===== config.mk =====
export PLATFORM = sky130hd
export DESIGN_NAME = seg_scan_driver_flat
export DESIGN_NICKNAME = d
export VERILOG_FILES = /design/src/rtl/seg_scan_pkg.sv /design/src/rtl/seg_scan_driver_if.sv /design/src/rtl/seg_scan_timer.sv /design/src/rtl/seg_scan_driver.sv /design/src/flat_wrapper.sv
export SDC_FILE = /design/constraint.sdc
export NUM_CORES = 1
export LEC_CHECK = 0
export ABC_AREA = 1
export CAP_MARGIN = 20
export CORE_MARGIN = 8
export CORE_UTILIZATION = 40
export CTS_BUF_LIST = sky130_fd_sc_hd__clkbuf_8
export DETAILED_ROUTE_END_ITERATION = 7
export PLACE_DENSITY_LB_ADDON = 0.05
export SETUP_SLACK_MARGIN = 0.2
export SKIP_LAST_GASP = 1
export SLEW_MARGIN = 20
export SYNTH_ARGS = -nofsm -noshare
export SYNTH_HDL_FRONTEND = slang
export SYNTH_HIERARCHICAL = 1
export SYNTH_SLANG_ARGS = --single-unit

===== constraint.sdc =====
create_clock -name CLK -period 1.93 [get_ports CLK]
set_input_delay 0.386 -clock CLK [delete_from_list [all_inputs] [get_ports CLK]]
set_output_delay 0.386 -clock CLK [all_outputs]
set_load 0.05 [all_outputs]

===== src/rtl/seg_scan_pkg.sv =====
// Shared types and constants for the seven-segment scan driver.
// Optional brightness control is enabled by defining SEG_SCAN_BRIGHTNESS_EN.
package seg_scan_pkg;

  localparam int unsigned SEG_W = 7;

  typedef enum logic [0:0] {
    ST_ON,
    ST_BLANK
  } state_e;

  // Inactive level of the cathode bus for the chosen pin polarity.
  function automatic logic [SEG_W-1:0] seg_off(int unsigned active_low);
    return (active_low != 0) ? {SEG_W{1'b1}} : {SEG_W{1'b0}};
  endfunction

  // Inactive level of the anode bus; callers slice down to their digit count (<= 32).
  function automatic logic [31:0] anode_off(int unsigned active_low);
    return (active_low != 0) ? 32'hFFFF_FFFF : 32'h0000_0000;
  endfunction

endpackage


===== src/rtl/seg_scan_driver_if.sv =====
// Pattern-in / pin-out bundle of the scan driver.
// Brightness exists only when SEG_SCAN_BRIGHTNESS_EN is defined.
interface seg_scan_driver_if
  import seg_scan_pkg::*;
#(
  parameter int unsigned NUM_DIGITS = 4
);

  logic [SEG_W*NUM_DIGITS-1:0] SegIn;
  logic [NUM_DIGITS-1:0]       DigitEn;
`ifdef SEG_SCAN_BRIGHTNESS_EN
  logic [3:0]                  Brightness;
`endif
  logic [NUM_DIGITS-1:0]       Anode;
  logic [SEG_W-1:0]            Cathode;
  logic                        FrameStart;

`ifdef SEG_SCAN_BRIGHTNESS_EN
  modport master (output SegIn, DigitEn, Brightness, input Anode, Cathode, FrameStart);
  modport slave  (input SegIn, DigitEn, Brightness, output Anode, Cathode, FrameStart);
`else
  modport master (output SegIn, DigitEn, input Anode, Cathode, FrameStart);
  modport slave  (input SegIn, DigitEn, output Anode, Cathode, FrameStart);
`endif

endinterface


===== src/rtl/seg_scan_timer.sv =====
// ON/BLANK phase counter: counts 0..last of the current phase and strobes tc at the end.
// With SEG_SCAN_BRIGHTNESS_EN defined it also exports the count that holds after this edge.
module seg_scan_timer
  import seg_scan_pkg::*;
#(
  parameter int unsigned REFRESH_DIV  = 100000,
  parameter int unsigned BLANK_CYCLES = 50,
  parameter int unsigned CNT_W        = 17
) (
  input  logic   clk,
  input  logic   rst_n,
  input  logic   run,
  input  state_e state,
  output logic   tc
`ifdef SEG_SCAN_BRIGHTNESS_EN
  ,
  output logic [CNT_W-1:0] count
`endif
);

  localparam logic [CNT_W-1:0] OnLast    = CNT_W'(REFRESH_DIV - 1);
  localparam logic [CNT_W-1:0] BlankLast = CNT_W'((BLANK_CYCLES == 0) ? 0 : BLANK_CYCLES - 1);

  logic [CNT_W-1:0] cnt_q, cnt_d;

  // Terminal detect and next count; held at 0 until scanning has started.
  always_comb begin
    tc    = run && (cnt_q == ((state == ST_ON) ? OnLast : BlankLast));
    cnt_d = (run && !tc) ? cnt_q + CNT_W'(1) : '0;
  end

`ifdef SEG_SCAN_BRIGHTNESS_EN
  assign count = cnt_d;
`endif

  // Counter register.
  always_ff @(posedge clk or negedge rst_n) begin
    if (!rst_n) begin
      cnt_q <= '0;
    end else begin
      cnt_q <= cnt_d;
    end
  end

endmodule


===== src/rtl/seg_scan_driver.sv =====
// Time-multiplexed seven-segment scan driver with per-digit blanking gap.
// Define SEG_SCAN_BRIGHTNESS_EN to add a 4-bit duty-cycle brightness control.
module seg_scan_driver
  import seg_scan_pkg::*;
#(
  parameter int unsigned NUM_DIGITS     = 4,
  parameter int unsigned REFRESH_DIV    = 100000,
  parameter int unsigned BLANK_CYCLES   = 50,
  parameter int unsigned ACTIVE_LOW_OUT = 1
) (
  input logic              CLK,
  input logic              RSTn,
  seg_scan_driver_if.slave bus
);

  localparam int unsigned CntMax  = (REFRESH_DIV > BLANK_CYCLES) ? REFRESH_DIV : BLANK_CYCLES;
  localparam int unsigned CntW    = $clog2(CntMax);
  localparam int unsigned IdxW    = $clog2(NUM_DIGITS);
  localparam int unsigned SegAllW = SEG_W * NUM_DIGITS;

  localparam logic [IdxW-1:0]       IdxLast     = IdxW'(NUM_DIGITS - 1);
  localparam logic [SEG_W-1:0]      SegOff      = seg_off(ACTIVE_LOW_OUT);
  localparam logic [31:0]           AnodeOffAll = anode_off(ACTIVE_LOW_OUT);
  localparam logic [NUM_DIGITS-1:0] AnodeOff    = AnodeOffAll[NUM_DIGITS-1:0];

  state_e                  state_q, state_d;
  logic [IdxW-1:0]         idx_q, idx_d;
  logic                    started_q;
  logic [SegAllW-1:0]      seg_sh_q, seg_sh_d;
  logic [NUM_DIGITS-1:0]   en_sh_q, en_sh_d;
  logic [NUM_DIGITS-1:0]   anode_q, anode_d;
  logic [SEG_W-1:0]        cathode_q, cathode_d;
  logic                    frame_q, frame_d;
  logic                    tc, advance, lit;
  logic [SEG_W-1:0]        seg_sel;
  logic [NUM_DIGITS-1:0]   onehot;
`ifdef SEG_SCAN_BRIGHTNESS_EN
  localparam int unsigned ProdW = $clog2(REFRESH_DIV) + 4;
  logic [3:0]              bright_sh_q, bright_sh_d;
  logic [CntW-1:0]         count_d;
  logic [ProdW-1:0]        prod;
`endif

  seg_scan_timer #(
    .REFRESH_DIV  (REFRESH_DIV),
    .BLANK_CYCLES (BLANK_CYCLES),
    .CNT_W        (CntW)
  ) u_timer (
    .clk   (CLK),
    .rst_n (RSTn),
    .run   (started_q),
    .state (state_q),
    .tc    (tc)
`ifdef SEG_SCAN_BRIGHTNESS_EN
    ,
    .count (count_d)
`endif
  );

  // Next state, digit index, shadow capture and the output values that follow them.
  always_comb begin
    state_d = state_q;
    idx_d   = idx_q;
    advance = 1'b0;
    if (started_q && tc) begin
      if (state_q == ST_ON && BLANK_CYCLES != 0) begin
        state_d = ST_BLANK;
      end else begin
        state_d = ST_ON;
        advance = 1'b1;
      end
    end
    if (advance) begin
      idx_d = (idx_q == IdxLast) ? '0 : idx_q + IdxW'(1);
    end

    // The first edge out of reset counts as entering digit 0.
    frame_d  = !started_q || (advance && idx_q == IdxLast);
    seg_sh_d = frame_d ? bus.SegIn : seg_sh_q;
    en_sh_d  = frame_d ? bus.DigitEn : en_sh_q;

    seg_sel = seg_sh_d[idx_d*SEG_W +: SEG_W];
    onehot  = NUM_DIGITS'(1) << idx_d;
    lit     = (state_d == ST_ON) && en_sh_d[idx_d];
`ifdef SEG_SCAN_BRIGHTNESS_EN
    bright_sh_d = frame_d ? bus.Brightness : bright_sh_q;
    prod        = ProdW'(REFRESH_DIV) * ProdW'(bright_sh_d);
    lit         = lit && (ProdW'(count_d) < (prod >> 4));
`endif
    anode_d   = lit ? (onehot ^ AnodeOff) : AnodeOff;
    cathode_d = lit ? (seg_sel ^ SegOff) : SegOff;
  end

  // State, shadow and output registers; reset forces pins inactive without a clock.
  always_ff @(posedge CLK or negedge RSTn) begin
    if (!RSTn) begin
      state_q     <= ST_ON;
      idx_q       <= '0;
      started_q   <= 1'b0;
      seg_sh_q    <= '0;
      en_sh_q     <= '0;
      anode_q     <= AnodeOff;
      cathode_q   <= SegOff;
      frame_q     <= 1'b0;
`ifdef SEG_SCAN_BRIGHTNESS_EN
      bright_sh_q <= '0;
`endif
    end else begin
      state_q     <= state_d;
      idx_q       <= idx_d;
      started_q   <= 1'b1;
      seg_sh_q    <= seg_sh_d;
      en_sh_q     <= en_sh_d;
      anode_q     <= anode_d;
      cathode_q   <= cathode_d;
      frame_q     <= frame_d;
`ifdef SEG_SCAN_BRIGHTNESS_EN
      bright_sh_q <= bright_sh_d;
`endif
    end
  end

  assign bus.Anode      = anode_q;
  assign bus.Cathode    = cathode_q;
  assign bus.FrameStart = frame_q;

endmodule


===== src/flat_wrapper.sv =====
// flat-port wrapper written by rule: the top's interface ports become plain ports
module seg_scan_driver_flat import seg_scan_pkg::*;
#(
  parameter int unsigned NUM_DIGITS     = 4,
  parameter int unsigned REFRESH_DIV    = 100000,
  parameter int unsigned BLANK_CYCLES   = 50,
  parameter int unsigned ACTIVE_LOW_OUT = 1
)
  (CLK, RSTn, bus_SegIn, bus_DigitEn, bus_Anode, bus_Cathode, bus_FrameStart);
  seg_scan_driver_if #(.NUM_DIGITS(NUM_DIGITS)) bus_i ();
  input logic CLK;
  input logic RSTn;
  input wire logic [$bits(bus_i.SegIn)-1:0] bus_SegIn;
  input wire logic [$bits(bus_i.DigitEn)-1:0] bus_DigitEn;
  output wire logic [$bits(bus_i.Anode)-1:0] bus_Anode;
  output wire logic [$bits(bus_i.Cathode)-1:0] bus_Cathode;
  output wire logic [$bits(bus_i.FrameStart)-1:0] bus_FrameStart;
  assign bus_i.SegIn = bus_SegIn;
  assign bus_i.DigitEn = bus_DigitEn;
  assign bus_Anode = bus_i.Anode;
  assign bus_Cathode = bus_i.Cathode;
  assign bus_FrameStart = bus_i.FrameStart;
  seg_scan_driver #(.NUM_DIGITS(NUM_DIGITS), .REFRESH_DIV(REFRESH_DIV), .BLANK_CYCLES(BLANK_CYCLES), .ACTIVE_LOW_OUT(ACTIVE_LOW_OUT)) u_core (.CLK(CLK), .RSTn(RSTn), .bus(bus_i));
endmodule

Word-level counts from Yosys, hierarchy flattened

Cells that the tools add are included.

Add/subtract/negate cells: 2
Multiply operators: 1
Div/mod/pow operators: 0
$lt $le $gt $ge: 1
Eq/ne operators: 2
Shift-type cells: 2
Muxes and demuxes: 14
Bitwise gates (word level): 3
Reduce and logical (&&, ||, !) cells: 8

Operators with widths:

| kind                                                                          | count |
|---|---|
| 17-bit two-way mux                                                            | 2 |
| 28-bit two-way mux                                                            | 1 |
| 28-bit by 6-bit variable part select with 7-bit output                        | 1 |
| 17-bit by 1-bit adder with 17-bit output (second input constant)              | 1 |
| 17-bit == test                                                                | 1 |
| 4-bit two-way mux                                                             | 2 |
| 7-bit two-way mux                                                             | 1 |
| 7-bit inverter                                                                | 1 |
| 1-bit logical AND                                                             | 5 |
| 2-bit by 3-bit multiplier with 5-bit output (second input constant)           | 1 |
| 1-bit two-way mux                                                             | 5 |
| 2-bit two-way mux                                                             | 2 |
| 4-bit inverter                                                                | 1 |
| 1-bit by 2-bit left shift with 4-bit output (first input constant)            | 1 |
| 2-bit by 3-bit less-than comparator with 1-bit output (second input constant) | 1 |
| 2-bit by 1-bit adder with 2-bit output (second input constant)                | 1 |
| 1-bit binary-select mux with 2-bit select                                     | 1 |
| 2-bit == test (second input constant)                                         | 1 |
| 1-bit zero test                                                               | 2 |
| 1-bit logical OR                                                              | 1 |
| 1-bit inverter                                                                | 1 |

Bits in registers: 65
Bits in latches: 0
Bits in writable memories: 0
Memory bits (read-only): 0
Bits of input ports: 34
Output and inout port bits: 12
Logic and storage cells: 42
Memories: 0

Longest topological paths before layout

Gate-level depths: netlist of the first run.

Depth in word-level cells: 12
Mapped depth: 19
Mapped depth without buffers: 17

By module

Netlist of the first run, hierarchy kept.

By module, submodules not included:

| module          | times used | cells each | area each (µm²) |
|---|---|---|---|
| seg_scan_driver | 1          | 316        | 2477.4 |
| seg_scan_timer  | 1          | 151        | 1056.0 |

Worst setup path before layout of the first run

Ideal clock, no wire load.

Kind: register to register
Start: register u_core.u_timer.cnt_q[8]
End: register u_core.cathode_q[0] (netlist: u_core/bus.Cathode[0])
Arrival: 2047 ps
Required time: 1839 ps
Setup slack: -208 ps
Cell stages (with the launch flop): 18
Clock period less this slack: 2138 ps
Cells stage by stage: dfrtp_1 nor2_1 nand2_1 nor2_1 nand4_2 nor2_1 nand2_1 inv_1 ha_1 nand2_4 buf_6 buf_6 nand3b_1 nand2_1 nor2_1 nor2_1 nand2_1 nand3_1

Word-level cells in the longest chain between the ends: 11
Elaborated cells between the ends (all ways): 18
Classes of those cells: mul (1); eq/ne (1); shift (1); mux (8); bitwise (2); reduce/logical (5)

Ends and longest elaborated chain:

| item                                                                                | line                   | text |
|---|---|---|
| from (decl)                                                                         | seg_scan_timer.sv:24   | `logic [CNT_W-1:0] cnt_q, cnt_d;` |
| from (signal assigned)                                                              | seg_scan_timer.sv:41   | `cnt_q <= cnt_d;` |
| 17-bit == test (*)                                                                  | seg_scan_timer.sv:28   | `tc = run && (cnt_q == ((state == ST_ON) ? OnLast : BlankLast));` |
| 1-bit logical AND (*)                                                               | seg_scan_timer.sv:28   |  |
| net u_core.tc                                                                       | seg_scan_driver.sv:34  | `logic tc, advance, lit;` |
| 1-bit logical AND (*)                                                               | seg_scan_driver.sv:65  | `if (started_q && tc) begin` |
| branches (longest 7 deep; another with 2-bit by 3-bit multiplier with 5-bit output) | -                      |  |
| 7-bit two-way mux (*)                                                               | seg_scan_driver.sv:91  | `cathode_d = lit ? (seg_sel ^ SegOff) : SegOff;` |
| net u_core.cathode_d[0]                                                             | seg_scan_driver.sv:32  | `logic [SEG_W-1:0] cathode_q, cathode_d;` |
| to (signal assigned)                                                                | seg_scan_driver.sv:103 | `cathode_q <= SegOff;` |
| to (signal assigned)                                                                | seg_scan_driver.sv:115 | `cathode_q <= cathode_d;` |
| to (decl)                                                                           | seg_scan_driver.sv:32  |  |

Mark *: on every way through the listed nets, which the timed path passes. The select of a mux whose other input is x is not followed.

Final worst setup path of the first run

Start: register u_core.u_timer.cnt_q[12]
End: register u_core.cathode_q[0] (netlist: u_core/bus.Cathode[0])

The elaborated chain is that of the path after synthesis.

==> out/results.ini, run 1 <==
[timing]
rsz0062_at_grt = yes
fin_setup_tns_ns = -7.02
hold_slack_ns = 0.0159
worst_clock_skew_ns = 0.00904
finalCriticalPeriod_ns = 2.28
drv_slew = 0
finalCritPeriodShare_pct = 118
setup_viol = 40
max_freq_mhz = 439
fin_ws_ns = -0.348
hold_viol = 0

[floorplan]
die_y_um = 110
pin_count = 46
fp.coreArea_sq_um = 8640
die_x_um = 110
rows = 34
initial_core_util_pct = 40.9
die_area_sq_um = 12100

[yosys]
synth_ff_type = dfrtp_1
syn_avg_cell_area_sq_um = 7.57
syn_inst = 467
synth_edf_count = 0
synthDistinctLibCells = 31
async_flop_share_pct = 100
yosysSeqAreaShare_pct = 46.4
ys.warnings.count = 6
synth-seq-cells = 65
synth_nets = 504
syn-cell-area_sq_um = 3530

[worst_setup_path]
ff2ff_setup_slack_ns = -0.35
critPathMaxFanout = 8
worstRegToRegCells = 18
arrival_ns = 2.56
r2r_end = u_core/bus.Cathode[0]$_DFF_PN1_
critPathLaunchType = flop
crit_path_end_kind = flop
critPathKind = flop to flop
r2r_start = u_core/u_timer/cnt_q[12]$_DFF_PN0_
required_ns = 2.21

[min_path]
worstHoldPathType = primary input to async pin

[grt]
overflow = 0
grt_pass1_vias = 3339
grt_util_all_layers_pct = 16.8
grt_pass1_wl_mm = 15.7
grt_max_degree = 43
antenna_found_initial = 0

[routing]
firstDrtPassIters = 6
drcViolationCount = 0
vias_per_cell = 4.56
drtIter0Drc = 118
routed-via-count = 3175
wirelength_mm = 9.49
wl_per_cell_um = 13.6
ant_nets = 0

[layout]
utilization_pct = 59.3
final_cell_mix = 84 x nor2_1, 81 x inv_1, 69 x nand2_1, 66 x buf_4, 54 x dfrtp_1
final_common_cell = nor2_1
num-nets-final = 620
area.growth.synth_to_final_pct = 45.0
stdcell_count = 696
fin_area_sq_um = 5120
drive_gt1_share_pct = 34.4
diodes = 0

[clocking]
cts_hold_buf = 0
cts.clk_slew.worst_paths_ns = 0.08
clock-sinks = 65
clk_latency_ns = 0.34
cts_made_buffers = 9
cts_tree = built
clockBufferDepth = 2
ctsHtreeMaxLevel = 3
root_buffer = clkbuf_8

[job]
max_cap_viol_count = 0

[place]
dp_hpwl_mm = 6.53
gp_congestion = 0.857
dp_cells = 668
port_buffers = 45
placed_area_sq_um = 4480

[power]
p_leak_nw = 2.62
powerDensity_nw_per_um2 = 634
ir_worst_vdd_mv = 0.380

[status]
violations = negative setup slack
status = complete, but fails checks

state kept, by name, indices dropped and copies added, names as in the netlist:
| register | cells |
|---|---|
| u_core/en_sh_q | 4 |
| u_core/bus.Anode | 4 |
| u_core/state_q | 1 |
| u_core/u_timer/cnt_q | 17 |
| u_core/idx_q | 2 |
| u_core/bus.FrameStart | 1 |
| u_core/started_q | 1 |
| u_core/bus.Cathode | 7 |
| u_core/seg_sh_q | 28 |
cell families (layout without fill, tap and decap cells):
family | count (synthesis) | in the layout | share of synthesized area [%]
buffers and inverters | 106 | 226 | 13.3
XOR/XNOR | 7 | 7 | 1.74
other | 1 | 1 | 0.106
AND/OR/NAND/NOR | 279 | 280 | 36.2
AO/OA/AOI/OAI | 6 | 6 | 1.10
adder cells (fa/ha/maj) | 3 | 3 | 1.06
flip-flops | 65 | 65 | 46.4
worst max path at each step:
stage | end | cells after the start | slack, ns | startpoint
floorplan | u_core/bus.Cathode[3]$_DFF_PN1_ | 19 | -0.07 | u_core/state_q$_DFF_PN0_
global placement | u_core/bus.Cathode[2]$_DFF_PN1_ | 17 | -0.34 | u_core/u_timer/cnt_q[3]$_DFF_PN0_
detailed placement | u_core/bus.Cathode[2]$_DFF_PN1_ | 17 | -0.35 | u_core/u_timer/cnt_q[11]$_DFF_PN0_
CTS | u_core/bus.Cathode[4]$_DFF_PN1_ | 17 | -0.31 | u_core/u_timer/cnt_q[12]$_DFF_PN0_
global route | u_core/bus.Cathode[2]$_DFF_PN1_ | 17 | -0.55 | u_core/u_timer/cnt_q[7]$_DFF_PN0_
finish | u_core/bus.Cathode[0]$_DFF_PN1_ | 18 | -0.35 | u_core/u_timer/cnt_q[12]$_DFF_PN0_
metrics by stage:
| stage | setup WS [ns] | power (mW) |
|---|---|---|
| final | -0.348 | 3.25 |
| after global routing | -0.549 | 3.41 |
| after CTS | -0.314 | 3.24 |
| after detailed placement | -0.352 | 2.01 |
| after global placement | -0.335 | 2.00 |
| after floorplan | -0.0696 | 1.77 |
worst max-delay path, stage by stage (launching register included):
cell     delay (ns)
dfrtp_1        0.39
nor2_2         0.14
nand2_1        0.08
nor2_2         0.12
nand4_2        0.14
nor2_1         0.12
nand2_1        0.07
inv_2          0.07
ha_4           0.20
nand2_8        0.12
nand2_8        0.12
buf_12         0.12
buf_16         0.13
nand2_4        0.06
nand2_4        0.06
nor2_1         0.04
nor2_1         0.09
nand2_1        0.06
nand3_1        0.08
report_power, final:
part / switching [mW] / internal, mW
clock: 0.537 / 0.623
sequential: 0.0271 / 1.46
combinational: 0.316 / 0.285
cells in the mapped netlist, drive strengths merged (2+ instances only):
master | count | area share (%)
xor2 | 5 | 1.2
o21bai | 2 | 0.42
xnor2 | 2 | 0.50
nor2 | 95 | 10
nand4 | 6 | 1.2
nand2 | 125 | 14
nand3b | 31 | 6.6
dfrtp | 54 | 38
dfstp | 11 | 8.2
buf | 10 | 3.2
ha | 3 | 1.1
nand3 | 20 | 3.1
clkbuf | 2 | 0.21
inv | 94 | 10
o21ai | 4 | 0.67
what timing repair did:
item	in CTS	in global routing
pin swaps	13	18
gates cloned	2	1
resized for setup	41	60
endpoints found under the setup margin	45	46
setup buffers	7	2
cell type report:
class | count | area, sq um
Multi-Input combinational cell | 297 | 1710
Clock inverter | 6 | 57.6
Sequential cell | 65 | 1640
Timing Repair Buffer | 116 | 1090
Fill cell | 787 | 3510
Tap cell | 108 | 135
Inverter | 94 | 353
Clock buffer | 10 | 138
metal layers:
layer | routed length [um] | GRT usage [%]
met1 | 4010 | 19.6
met2 | 5020 | 29.3
met3 | 274 | 2.85
met4 | 189 | 7.71
met5 | 0 | 0
(Power assumes the default switching activity.)
==> run 2, diff against run 1 <==
--- a/config.mk
+++ b/config.mk
@@ -6,7 +6,8 @@
 export NUM_CORES = 1
 export LEC_CHECK = 0
 export ABC_AREA = 1
-export CAP_MARGIN = 20
+export ABC_CLOCK_PERIOD_IN_PS = 1930
+export CAP_MARGIN = 25
 export CORE_MARGIN = 8
 export CORE_UTILIZATION = 40
 export CTS_BUF_LIST = sky130_fd_sc_hd__clkbuf_8
==> results of run 2 <==
No change in the layout: final DEF, timing and power equal those of run 1.
==> run 3, diff against run 2 <==
--- a/config.mk
+++ b/config.mk
@@ -11,6 +11,7 @@
 export CORE_MARGIN = 8
 export CORE_UTILIZATION = 40
 export CTS_BUF_LIST = sky130_fd_sc_hd__clkbuf_8
+export CTS_CLUSTER_SIZE = 20
 export DETAILED_ROUTE_END_ITERATION = 7
 export PLACE_DENSITY_LB_ADDON = 0.05
 export SETUP_SLACK_MARGIN = 0.2
==> results of run 3 <==
No change in the layout: final DEF, timing and power equal those of run 1.
